**config.mk**
```make
export PLATFORM = sky130hd
export DESIGN_NAME = alu_op_sequencer
export DESIGN_NICKNAME = d
export VERILOG_FILES = /design/src/rtl/alu_op_sequencer.sv
export SDC_FILE = /design/constraint.sdc
export NUM_CORES = 1
export LEC_CHECK = 0
export ABC_AREA = 0
export BUFFER_PORTS_ARGS = -buffer_cell sky130_fd_sc_hd__buf_2
export CAP_MARGIN = 15
export CORE_MARGIN = 2
export CORE_UTILIZATION = 45
export DETAILED_ROUTE_END_ITERATION = 8
export PLACE_DENSITY = 0.77
export SLEW_MARGIN = 20
export SYNTH_ARGS = -nofsm -noshare
export SYNTH_HDL_FRONTEND = slang
export SYNTH_SLANG_ARGS = --single-unit
```
**constraint.sdc**
```tcl
create_clock -name clk -period 7.8 [get_ports clk]
set_clock_uncertainty 0.2 [all_clocks]
set_input_delay 0.39 -clock clk [delete_from_list [all_inputs] [get_ports clk]]
set_output_delay 0.39 -clock clk [all_outputs]
set_load 0.1 [all_outputs]
```
**src/rtl/alu_op_sequencer.sv**
```systemverilog
// alu_op_sequencer: issue stage in front of a combinational 4-way ALU.
//   Buffers {sel, a, b, acc} commands in a FIFO, issues one at a time to the ALU through
//   registered operands, captures result and flags, and hands the result downstream over a
//   valid/ready handshake. A command with cmd_acc=1 takes operand A from the accumulator.
// Ports:
//   clk, rst                      clock, asynchronous active-high reset
//   cmd_valid/cmd_ready           command handshake; cmd_ready = FIFO not full
//   cmd_sel, cmd_a, cmd_b, cmd_acc command payload
//   alu_a, alu_b, alu_sel         registered operands/opcode to the ALU
//   alu_out, alu_cf/of/zf         ALU result and flags (combinational from alu_*)
//   res_valid/res_ready           result handshake
//   res_data, res_cf/of/zf        captured result and flags
//   acc                           accumulator
//   busy                          FSM not idle
//   count                         FIFO occupancy
module alu_op_sequencer #(
   parameter int unsigned W     = 4,
   parameter int unsigned DEPTH = 4
) (
   input  logic                       clk,
   input  logic                       rst,
   input  logic                       cmd_valid,
   output logic                       cmd_ready,
   input  logic [2:0]                 cmd_sel,
   input  logic [W-1:0]               cmd_a,
   input  logic [W-1:0]               cmd_b,
   input  logic                       cmd_acc,
   output logic [W-1:0]               alu_a,
   output logic [W-1:0]               alu_b,
   output logic [2:0]                 alu_sel,
   input  logic [W-1:0]               alu_out,
   input  logic                       alu_cf,
   input  logic                       alu_of,
   input  logic                       alu_zf,
   output logic                       res_valid,
   input  logic                       res_ready,
   output logic [W-1:0]               res_data,
   output logic                       res_cf,
   output logic                       res_of,
   output logic                       res_zf,
   output logic [W-1:0]               acc,
   output logic                       busy,
   output logic [$clog2(DEPTH+1)-1:0] count
);

   localparam int unsigned PtrW = $clog2(DEPTH);
   localparam int unsigned CntW = $clog2(DEPTH+1);
   localparam int unsigned EntW = 2*W + 4;

   typedef enum logic [1:0] {StIdle, StExec, StResp} state_e;

   // FIFO storage, entry layout {sel, a, b, acc}
   logic [EntW-1:0] mem_q [DEPTH];
   logic [PtrW-1:0] wr_ptr_q, rd_ptr_q;
   logic [CntW-1:0] count_q, count_d;

   state_e          state_q, state_d;
   logic [W-1:0]    alu_a_q, alu_a_d, alu_b_q, alu_b_d;
   logic [2:0]      alu_sel_q, alu_sel_d;
   logic [W-1:0]    res_data_q, res_data_d, acc_q, acc_d;
   logic            res_valid_q, res_valid_d;
   logic            res_cf_q, res_cf_d, res_of_q, res_of_d, res_zf_q, res_zf_d;

   logic            push, pop;
   logic [EntW-1:0] head;
   logic [2:0]      head_sel;
   logic [W-1:0]    head_a, head_b;
   logic            head_acc;
   logic            is_arith, is_cmp;

   // A full FIFO refuses a push even if a pop happens in the same cycle (no bypass).
   assign cmd_ready = (count_q != CntW'(DEPTH));
   assign push      = cmd_valid & cmd_ready;

   assign head     = mem_q[rd_ptr_q];
   assign head_sel = head[EntW-1 -: 3];
   assign head_a   = head[2*W -: W];
   assign head_b   = head[W -: W];
   assign head_acc = head[0];

   // Carry/overflow are only meaningful for add/sub; compares do not touch the accumulator.
   assign is_arith = (alu_sel_q[2:1] == 2'b00);
   assign is_cmp   = (alu_sel_q[2:1] == 2'b11);

   always_ff @(posedge clk) begin
      if (push) begin
         mem_q[wr_ptr_q] <= {cmd_sel, cmd_a, cmd_b, cmd_acc};
      end
   end

   always_comb begin
      count_d = count_q;
      case ({push, pop})
         2'b10:   count_d = count_q + CntW'(1);
         2'b01:   count_d = count_q - CntW'(1);
         default: count_d = count_q;
      endcase
   end

   always_comb begin
      state_d     = state_q;
      pop         = 1'b0;
      alu_a_d     = alu_a_q;
      alu_b_d     = alu_b_q;
      alu_sel_d   = alu_sel_q;
      res_data_d  = res_data_q;
      res_cf_d    = res_cf_q;
      res_of_d    = res_of_q;
      res_zf_d    = res_zf_q;
      res_valid_d = res_valid_q;
      acc_d       = acc_q;
      unique case (state_q)
         StIdle: begin
            if (count_q != '0) begin
               pop       = 1'b1;
               alu_a_d   = head_acc ? acc_q : head_a;
               alu_b_d   = head_b;
               alu_sel_d = head_sel;
               state_d   = StExec;
            end
         end
         StExec: begin
            res_data_d  = alu_out;
            res_zf_d    = alu_zf;
            res_cf_d    = is_arith & alu_cf;
            res_of_d    = is_arith & alu_of;
            res_valid_d = 1'b1;
            if (!is_cmp) begin
               acc_d = alu_out;
            end
            state_d = StResp;
         end
         StResp: begin
            if (res_ready) begin
               res_valid_d = 1'b0;
               state_d     = StIdle;
            end
         end
         default: state_d = StIdle;
      endcase
   end

   always_ff @(posedge clk or posedge rst) begin
      if (rst) begin
         wr_ptr_q    <= '0;
         rd_ptr_q    <= '0;
         count_q     <= '0;
         state_q     <= StIdle;
         alu_a_q     <= '0;
         alu_b_q     <= '0;
         alu_sel_q   <= '0;
         res_data_q  <= '0;
         res_cf_q    <= 1'b0;
         res_of_q    <= 1'b0;
         res_zf_q    <= 1'b0;
         res_valid_q <= 1'b0;
         acc_q       <= '0;
      end else begin
         if (push) wr_ptr_q <= wr_ptr_q + PtrW'(1);
         if (pop)  rd_ptr_q <= rd_ptr_q + PtrW'(1);
         count_q     <= count_d;
         state_q     <= state_d;
         alu_a_q     <= alu_a_d;
         alu_b_q     <= alu_b_d;
         alu_sel_q   <= alu_sel_d;
         res_data_q  <= res_data_d;
         res_cf_q    <= res_cf_d;
         res_of_q    <= res_of_d;
         res_zf_q    <= res_zf_d;
         res_valid_q <= res_valid_d;
         acc_q       <= acc_d;
      end
   end

   assign alu_a     = alu_a_q;
   assign alu_b     = alu_b_q;
   assign alu_sel   = alu_sel_q;
   assign res_valid = res_valid_q;
   assign res_data  = res_data_q;
   assign res_cf    = res_cf_q;
   assign res_of    = res_of_q;
   assign res_zf    = res_zf_q;
   assign acc       = acc_q;
   assign busy      = (state_q != StIdle);
   assign count     = count_q;

endmodule
```
# After elaboration in Yosys (flattened, before gate mapping)
# Memory sizes are Yosys's and may differ from the RTL's.
# Cells that the tools add are included.
# Widths: inputs -> output; s select.
# word_totals
ff_bits	32
in_bits	23
mem_count	1
mem_bits_rw	48
output_inout_bits	28
# mem_list
memory	depth	word_bits	rd	rd_ports_with_merged_regs	write_ports	line	source
mem_q	4	12	1	0	1	53	logic [EntW-1:0] mem_q [DEPTH];
# op_classes
reduce_logical	10
bitwise_logic	4
mux	11
n_addsub	4
eq_ne	8
# ops
op	count
$reduce_and 2->1	4
$eq 2x2->1 const B	3
$pmux 2 s3	1
$pmux 3 s2	1
$reduce_bool 2->1	3
$mux 1	5
$add 2x1->2 const B	2
$eq 2x1->1 const B	2
$logic_not 2->1	2
$mux 2	2
$mux 4	1
$ne 2x2->1 const B	2
$add 3x1->3 const B	1
$and 1x1->1	3
$ne 3x3->1 const B	1
$reduce_bool 3->1	1
$sub 3x1->3 const B	1
$pmux 1 s2	1
$not 1->1	1

# Depth between registers and ports, before layout
# Gate-level depths: netlist (run 1).
# depth
ltp_word	5
ltp_mapped	9

# Worst setup path before layout (run 1)
# OpenSTA, ideal clock, no wires.
# synth_timing
kind	register -> register
start	register count_q[2], in the netlist count[2]
end	register count_q[2], in the netlist count[2]
path_slack_ns	4.311
stages_incl_launch_ff	10
arrival_ns	3.126
cell_sequence	dfrtp_1 or3b_1 and2_1 inv_1 ha_1 inv_1 fa_1 xor2_1 nor2_1 xor2_1
# synth_via
elab_cells_between_ends	11
classes_between	add/sub: 2; eq/ne: 3; mux: 3; bitwise: 1; reduce/logical: 2
# synth_lines
item	line	source
start: declaration	55	logic [CntW-1:0] count_q, count_d;
start signal: assignment	161	count_q <= count_d;
$ne 3x3->1 *	72	assign cmd_ready = (count_q != CntW'(DEPTH));
via cmd_ready	23	output logic cmd_ready,
$and 1x1->1 *	73	assign push = cmd_valid & cmd_ready;
$eq 2x1->1 / $eq 2x2->1 (equally long branches)	93	case ({push, pop})
$pmux 3 s2 / $reduce_bool 2->1 (equally long branches)	-	
# The timed path passes the listed nets; every way through them passes the cells marked *.
# A chain may end at the register's enable or synchronous reset.

# Worst setup path after layout (run 1)
# layout_timing
start	register count_q[0], in the netlist count[0]
end	register count_q[2], in the netlist count[2]
# layout_via
elab_chain_cells	5
elab_cells_between_ends	11
classes_between	add/sub: 2; eq/ne: 3; mux: 3; bitwise: 1; reduce/logical: 2
# layout_lines
item	line	source
$reduce_bool 3->1	114	if (count_q != '0) begin
$mux 1	114	
$mux 1	112	unique case (state_q)
$eq 2x1->1 / $eq 2x2->1 (equally long branches)	93	
$pmux 3 s2 / $reduce_bool 2->1 (equally long branches)	-	
# Several ways; a longest one is shown, not always the timed one.

==> summary.txt, run 1 <==
Place
  • Detail Placement HPWL: between 3000 and 4000 um
  • PortBufs: 50
  • Routability Congestion: around 0.74
  • DP Area: ~3500 um^2

Global routing
  • Initial antenna violation count: 0
  • Largest net degree at the start of global routing: 33
  • Vias in the first global route: 1627
  • Gr usage total: between 10% and 20%
  • Remaining Overflow, GRT: 0
  • Global-route wire length before repair: approximately 7900 um

Timing
  • Final number of hold-violating endpoints: 0
  • Slew Viols, Final: 0
  • Min Tclk post-route: about 2500 ps
  • Setup TNS: 0 ps
  • Fmax: 0.404 GHz
  • WHS: 52.5 ps
  • RSZ-0062 raised after global routing: false
  • Fin crit share: 31.7%
  • Final setup fails: 0
  • Worst-margin pin slew: a little under 700 ps
  • Max-slew headroom: 55.2%

Worst setup path
  • Arr. time, crit path: around 2600 ps
  • Crit path max fanout: 6
  • Setup CP Type: register to register
  • Worst path slowest cell: or3b_1
  • CP Capture Type: register
  • Slowest stage delay, CP: around 470 ps
  • Crit path cell chain: or3b_1, and2_1, inv_1, ha_1, inv_1, fa_1, xor2_1, nor2_1, xor2_1
  • CP Launch Type: register
  • WP data required: roughly 8000 ps

Drt
  • Vias per inst: roughly 4.8
  • DRT Wirelength: roughly 5000 um
  • DR vias: between 1500 and 2000
  • Initial DRT Pass Iterations: 4
  • Initial DRC count: 63
  • Drt drc: 0
  • Antenna viol nets, final: 0
  • WL/cell: 14.9 um

Yosys
  • Mapped Cells: between 150 and 200
  • Most frequent cells after synthesis: edfxtp_1 (48), dfrtp_1 (32), nand2_1 (18), mux2_2 (16), mux4_1 (10)
  • Syn avg cell area: roughly 18 um^2
  • Ys Warns: 0
  • #FFs+latches synth: 80
  • Yosys top cell by area: edfxtp_1
  • Cell with the most instances after synthesis: edfxtp_1
  • Fraction of registers with async set or reset after synthesis: between 40% and 50%
  • Synth top area share: between 40% and 50%
  • Number of synthesized flops with an enable pin: 48
  • Syn Std Cell Area: roughly 3200 um^2
  • Ys flop type: edfxtp_1
  • Synth cell types: 29
  • Synth Net Count: ~210
  • Top cells by area, synth: edfxtp_1 (45%), dfrtp_1 (25%), mux4_1 (8.2%)
  • Register area share after synthesis: 70.1%

Clock network
  • TritonCTS clock tree: built
  • CTS root buf: clkbuf_8
  • Clk buf depth: 2
  • CTS clk-pin slew, worst paths: roughly 80 ps
  • Clock Sinks: 80
  • CTS Buf Count: 9
  • # H-tree levels: 3
  • Worst-skew pair later-pin latency: approximately 340 ps

Min path
  • Hold WC Path Type: input pin to register

Floorplanning
  • Row count: 30
  • Top-level I/O count: 51
  • Die area: 7790 um^2
  • Die W: 88.3 um
  • Die extent in y: about 88 um
  • Core box area: 6830 um^2
  • Initial Util: a little under half

Layout
  • Layout net count: about 270
  • Share of cells above drive strength 1: around 38%
  • Antenna fix cells: 0
  • Fill count: 570
  • Layout area overhead: 17.6%
  • Layout Utilization: ~55%
  • Post-Layout Inst Area: about 3800 um^2

Flow run
  • Max_cap viols: 0

Status
  • Outcome: complete, no violations
[layer usage]
| metal | vias up | track usage, % | part of all wire, % |
|---|---|---|---|
| met2 | 42 | 24.3 | 52 |
| li1 | 776 | - | - |
| met4 | 0 | 4.55 | 0.94 |
| met1 | 807 | 16.4 | 41 |
| met5 | - | 0 | 0 |
| met3 | 5 | 5.88 | 5.9 |
[critical path, delay by kind of cell, from the launching register on]
kind / cells / cell delay [ps]
xor gates and xnor gates: 2 / 300
buffers and inverters: 2 / 120
DFF: 1 / 430
adders and majority gates: 2 / 540
and+or+nand+nor: 3 / 820
[per-stage QoR]
stage	worst slack, ps	cells
2_1_floorplan	4310	177
3_3_place_gp	5420	320
3_5_place_dp	5340	320
4_1_cts	5320	337
5_1_grt	5150	337
6_report	5320	337
[state kept, by name, summed over array words and instances (netlist names)]
| signal | flops |
|---|---|
| acc | 4 |
| alu_a | 4 |
| alu_b | 4 |
| alu_sel | 3 |
| count | 3 |
| mem_q | 48 |
| rd_ptr_q | 2 |
| res_cf | 1 |
| res_data | 4 |
| res_of | 1 |
| res_valid | 1 |
| res_zf | 1 |
| state_q | 2 |
| wr_ptr_q | 2 |
[cells by family (layout without fill, tap and decap cells)]
family / count (synthesis) / count (layout) / synth area share (%)
flops: 80 / 80 / 70.1
xor+xnor: 6 / 6 / 1.64
compound gates: 5 / 5 / 1.02
buf+inv: 13 / 77 / 2.11
simple gates: 34 / 34 / 5.05
mux: 33 / 33 / 17.5
fa+ha+maj: 6 / 6 / 2.58
[cell usage in the layout (no fill, tap or decap), drive strengths merged, types with 2 or more instances in the layout]
master,n
buf,52
nand2b,2
a22o,2
a21oi,2
dfrtp,32
and3,4
mux4,12
clkbuf,9
mux2,20
nor2,3
xnor2,2
edfxtp,48
clkinvlp,2
inv,10
nand2,18
ha,5
xor2,4
clkinv,2
nor3,2
[final timing paths]
kind	endpoint	slack [ps]	startpoint	depth (start not counted)
worst max register to register	count[2]	5320	count[0]	9
min in group asynchronous	res_valid	470	rst	4
worst min register to register	res_data[2]	270	res_data[2]	2
max in group asynchronous	res_data[3]	6630	rst	4
worst max-delay path	count[2]	5320	count[0]	9
worst min-delay path	res_data[0]	50	alu_out[0]	3
[layout make-up]
class                      instances  area, um^2  share of cell area, %
inverter                           8        30.0                  0.799
tap                               96         120                   3.20
clock inverter                     7        80.1                   2.13
clock buffer                       9         124                   3.30
sequential                        80        2240                   59.7
multi-input combinational         84         887                   23.6
timing repair buffer              53         275                   7.32
[repair_timing]
item	CTS	global route
resized for setup	0	0
hold buffers	1	0
endpoints found under the hold margin	32	0
endpoints found under the setup margin	0	0
buffers inserted	0	0
Power of run 1 is left out: the tool's default activity adds up to more than one toggle a clock period on the data nets, which glitch-free logic cannot reach.
==> inputs of run 2 (changes only) <==
Clock period 7.8 ns to 2.5 ns, I/O delays scaled along.
==> run 2 against run 1 <==
Core utilization grew 3.7 points. Hold slack gained 130 ps. First-iteration DRC count grew 65%. Non-clock buffer count grew 24. Via count grew 7.9%. Critical path depth is the same. Critical path type unchanged. Critical endpoint unchanged. Highest routed layer unchanged.
==> summary.txt, run 2 (synthesis gave the netlist of run 1 again) <==
Global routing
  • Met2 Resource Use GR: between 20 and 30%
  • Gr usage total: about 16%
  • GR Layer Usage met1: a little under a fifth
  • Vias in the first global route: about 1800
  • Largest net degree at the start of global routing: 22
  • Remaining Overflow, GRT: 0
  • Top Usage Layer GRT: met2
  • Initial antenna violation count: 0
  • Global-route wire length before repair: 8900 um
  • Met3 usage: under 10%

Worst setup path
  • Register-to-Register Path Depth: 9
  • Worst reg2reg path endpoint: count[2]
  • Arr. time, crit path: about 2400 ps
  • Reg2Reg Setup Slack: around 140 ps
  • Crit path max fanout: 6
  • CP Capture Type: register
  • Slowest stage delay, CP: between 400 and 500 ps
  • Crit path cell chain: or3b_4, and2_4, inv_2, ha_4, inv_2, fa_2, xor2_1, nor2_1, xor2_1
  • Worst path slowest cell: dfrtp_4
  • Setup CP Type: register to register
  • Reg2Reg Launch Point: count[1]
  • CP Launch Type: register
  • WP data required: 2560 ps

Drt
  • DRT Wirelength: roughly 5700 um
  • Drt drc: 0
  • Vias per inst: 4.86
  • Antenna viol nets, final: 0
  • Initial DRC count: between 100 and 150
  • WL/cell: 15.8 um
  • Initial DRT Pass Iterations: 4
  • DR vias: roughly 1800

Timing
  • Worst-margin pin slew: roughly 630 ps
  • Final number of hold-violating endpoints: 0
  • Fmax: 0.423 GHz
  • Min Tclk post-route: 2360 ps
  • Final setup fails: 0
  • RSZ-0062 raised after global routing: false
  • Fin crit share: a little over nine tenths
  • Max-slew headroom: about 58%
  • Worst Setup Slack, final: 136 ps
  • Slew Viols, Final: 0

Clock network
  • Post-CTS Setup Bufs: 0
  • Clk buf depth: 2
  • # H-tree levels: 3
  • Worst-skew pair later-pin latency: 340 ps
  • CTS root buf: clkbuf_8
  • Clock Sinks: 80
  • CTS clk-pin slew, worst paths: 70 ps
  • CTS Buf Count: 9
  • TritonCTS clock tree: built

Flow run
  • Max_cap viols: 0

Layout
  • Area occupied by registers: around 2300 um^2
  • Non-filler cells, final: approximately 360
  • Multi-input combinational cell area: between 900 and 1000 um^2
  • Biggest register: mem_q
  • Commonest cells after routing, fill and taps aside: buf_2 (50), edfxtp_1 (48), dfrtp_1 (29)
  • Commonest non-fill, non-tap cell in the layout: buf_2
  • Share of cells above drive strength 1: a little under two fifths
  • Max reg flops: 48
  • Fill count: ~560
  • Layout Utilization: 58.7%
  • Layout net count: 289
  • Layout area overhead: 25.5%

Floorplanning
  • Die area: roughly 7800 um^2
  • Top-level I/O count: 51
  • Die W: between 80 and 90 um
  • Core box area: 6830 um^2
  • Initial Util: between 40% and 50%
  • Die extent in y: a little under 90 um
  • Row count: 30

Place
  • Routability Congestion: 0.728
  • Detail Placement HPWL: roughly 3700 um
  • Placed cell count: 323
  • PortBufs: 50
  • Dpl ws: approximately 150 ps

Min path
  • Hold WC Path Type: input pin to async pin

Status
  • Outcome: complete, no violations
-- run 2: cell types whose count changed in the layout (fill, tap and decap cells not counted), sizes merged, moves of 2 or more --
cell / previous run / this run
buf: 52 / 55
clkbuf: 9 / 11
clkinvlp: 2 / 0
inv: 10 / 8
clkinv: 2 / 4
dlygate4sd3: 1 / 22
-- run 2: layout make-up --
cell class	count	share of cell area, %
antenna	1	0.0624
clock buffer	11	3.52
clock inverter	5	1.15
inverter	8	0.749
multi-input combinational	84	22.7
sequential	80	56.2
tap	96	2.99
timing repair buffer	77	12.7
-- run 2: through the flow --
step | area [um^2] | hold WS (ps) | setup TNS, ps
final | 4010 | 185 | 0
after global routing | 4010 | 242 | 0
after CTS | 4010 | 200 | 0
after detailed placement | 3600 | 13.6 | 0
after global placement | 3600 | -15.1 | 0
after floorplan | 3230 | 23.9 | -196
-- run 2: worst max path at each step --
stage / start / endpoint / slack [ps] / cells past startpoint
2_1_floorplan: count[1] / count[2] / -160 / 9
3_3_place_gp: count[1] / count[2] / 210 / 9
3_5_place_dp: count[1] / count[2] / 150 / 9
4_1_cts: count[1] / count[2] / 130 / 9
5_1_grt: count[1] / count[2] / 50 / 9
6_report: count[1] / count[2] / 140 / 9
-- run 2: repair_timing --
action,in CTS,in global routing
gates resized for setup,0,0
hold buffers,22,0
endpoints found under the hold margin,73,0
-- run 2: layer usage --
layer | vias to the layer above | wire length [um]
met5 | - | 0
met1 | 872 | 2410
met3 | 6 | 291
met4 | 0 | 63
met2 | 50 | 2960
li1 | 831 | -
-- run 2: worst max-delay path, delay by kind of cell, from the launching register on --
kind	cells	cell delay (ps)
XOR/XNOR	2	300
adder cells (fa/ha/maj)	2	470
buffers and inverters	2	100
flip-flops	1	490
AND/OR/NAND/NOR	3	740
Power of run 2 is left out for the same reason.
==> inputs of run 3 (changes only) <==
Settings changed: CELL_PAD_IN_SITES_DETAIL_PLACEMENT from default to 1, CELL_PAD_IN_SITES_GLOBAL_PLACEMENT from default to 1, PLACE_DENSITY 0.77 to 0.86.
==> run 3 against run 2 <==
Core utilization grew 0.88 points. Cell area grew 1.5%. Register-to-register slack lost 20 ps. Non-clock buffer count grew 2. Global-route usage grew 2.2 points. Critical path depth is the same. Flip-flop and latch count is the same.
==> summary.txt, run 3 (synthesis gave the netlist of run 1 again) <==
Layout
  • Biggest register: mem_q
  • Post-Layout Inst Area: slightly above 4000 um^2
  • Max reg flops: 48
  • Share of cells above drive strength 1: between 30 and 40%
  • Commonest non-fill, non-tap cell in the layout: buf_2
  • Fill count: 651
  • Layout area overhead: 27.4%
  • Commonest cells after routing, fill and taps aside: buf_2 (50), edfxtp_1 (48), dfrtp_1 (29)
  • Antenna fix cells: 0
  • Layout net count: 291

Drt
  • Initial DRT Pass Iterations: 4
  • Initial DRC count: between 50 and 60
  • WL/cell: between 15 and 20 um
  • DR vias: between 1500 and 2000
  • Drt drc: 0
  • DRT Wirelength: 6350 um
  • Vias per inst: approximately 4.9
  • Antenna viol nets, final: 0

Worst setup path
  • CP Capture Type: register
  • Crit path max fanout: 6
  • Worst path slowest cell: dfrtp_4
  • Reg2Reg Launch Point: count[1]
  • Reg2Reg Setup Slack: 110 ps
  • Setup CP Type: register to register
  • CP endpoint: count[2]
  • Register-to-Register Path Depth: 9
  • Worst reg2reg path endpoint: count[2]
  • CP Launch Type: register
  • Critical Path Source: count[1]
  • WP data required: about 2600 ps
  • Crit path cell chain: or3b_4, and2_4, inv_2, ha_4, inv_2, fa_2, xor2_1, nor2_1, xor2_1
  • Arr. time, crit path: about 2500 ps
  • Slowest stage delay, CP: approximately 500 ps

Timing
  • Max-slew headroom: 43.5%
  • Worst-margin pin slew: 846 ps
  • Final number of hold-violating endpoints: 0
  • Final setup fails: 0
  • WHS: roughly 270 ps
  • Fmax: 0.419 GHz
  • Slew Viols, Final: 0
  • Min Tclk post-route: 2390 ps
  • RSZ-0062 raised after global routing: false
  • Fin crit share: around 95%
  • Setup TNS: 0 ps
  • Worst Setup Slack, final: 114 ps

Global routing
  • Global-route wire length before repair: slightly below 10000 um
  • Gr usage total: roughly 18%
  • Initial antenna violation count: 0
  • Remaining Overflow, GRT: 0
  • Largest net degree at the start of global routing: 21
  • Vias in the first global route: 1923

Place
  • PortBufs: 50
  • Detail Placement HPWL: around 4200 um
  • Dpl ws: between 100 and 150 ps
  • DP Area: between 3000 and 4000 um^2
  • Routability Congestion: roughly 0.7

Status
  • Outcome: complete, no violations

Flow run
  • Max_cap viols: 0

Clock network
  • Clk buf depth: 2
  • CTS clk-pin slew, worst paths: 80 ps
  • TritonCTS clock tree: built
  • Clock Sinks: 80
  • CTS root buf: clkbuf_8
  • Worst-skew pair later-pin latency: between 300 and 400 ps
  • CTS Buf Count: 9
  • # H-tree levels: 3
  • Post-CTS Setup Bufs: 0

Floorplanning
  • Initial Util: 46.8%
  • Core box area: between 6000 and 7000 um^2
  • Row count: 30
  • Top-level I/O count: between 50 and 60
  • Die area: 7790 um^2
  • Die extent in y: 88.3 um
  • Die W: about 88 um

Min path
  • Hold path depth: 2
  • Hold WC Path Type: register to register
[run 3: final cells by class]
type | instances | area [um^2] | area share [%]
timing repair buffer | 79 | 523 | 12.8
clock inverter | 6 | 108 | 2.64
multi-input combinational | 84 | 910 | 22.3
clock buffer | 10 | 128 | 3.13
sequential | 80 | 2250 | 55.3
inverter | 8 | 30.0 | 0.738
tap | 96 | 120 | 2.95
[run 3: timing repair]
item / 4_1_cts / 5_1_grt
hold buffers: 22 / 0
hold endpoints to repair: 81 / 0
gates resized for setup: 0 / 0
[run 3: worst min path at each step]
stage               slack [ps]   startpoint     endpoint
floorplan                   20      cmd_acc  mem_q[0][0]
finish                     270  res_data[1]  res_data[1]
global route               300  res_data[1]  res_data[1]
detailed placement         130       alu_zf       res_zf
CTS                        280  res_data[1]  res_data[1]
global placement           120       alu_zf       res_zf
[run 3: per-stage QoR]
step	cells	utilization, %
floorplan	177	-
global placement	325	52.9
detailed placement	325	52.9
CTS	363	59.6
global route	363	59.6
finish	363	59.6
[run 3: critical path, delay by kind of cell (launching register included)]
kind                     cells  cell delay (ps)
AND/OR/NAND/NOR              3              750
XOR/XNOR                     2              290
buffers and inverters        2              100
flip-flops                   1              490
adder cells (fa/ha/maj)      2              470
[run 3: metal layers]
metal / global-route usage [%] / share of wire (%) / vias to the layer above
li1: - / - / 831
met1: 21.3 / 41 / 901
met2: 31.0 / 52 / 52
met3: 4.38 / 4.8 / 11
met5: 0 / 0 / -
met4: 9.09 / 1.8 / 0
Power of run 3 is left out for the same reason.
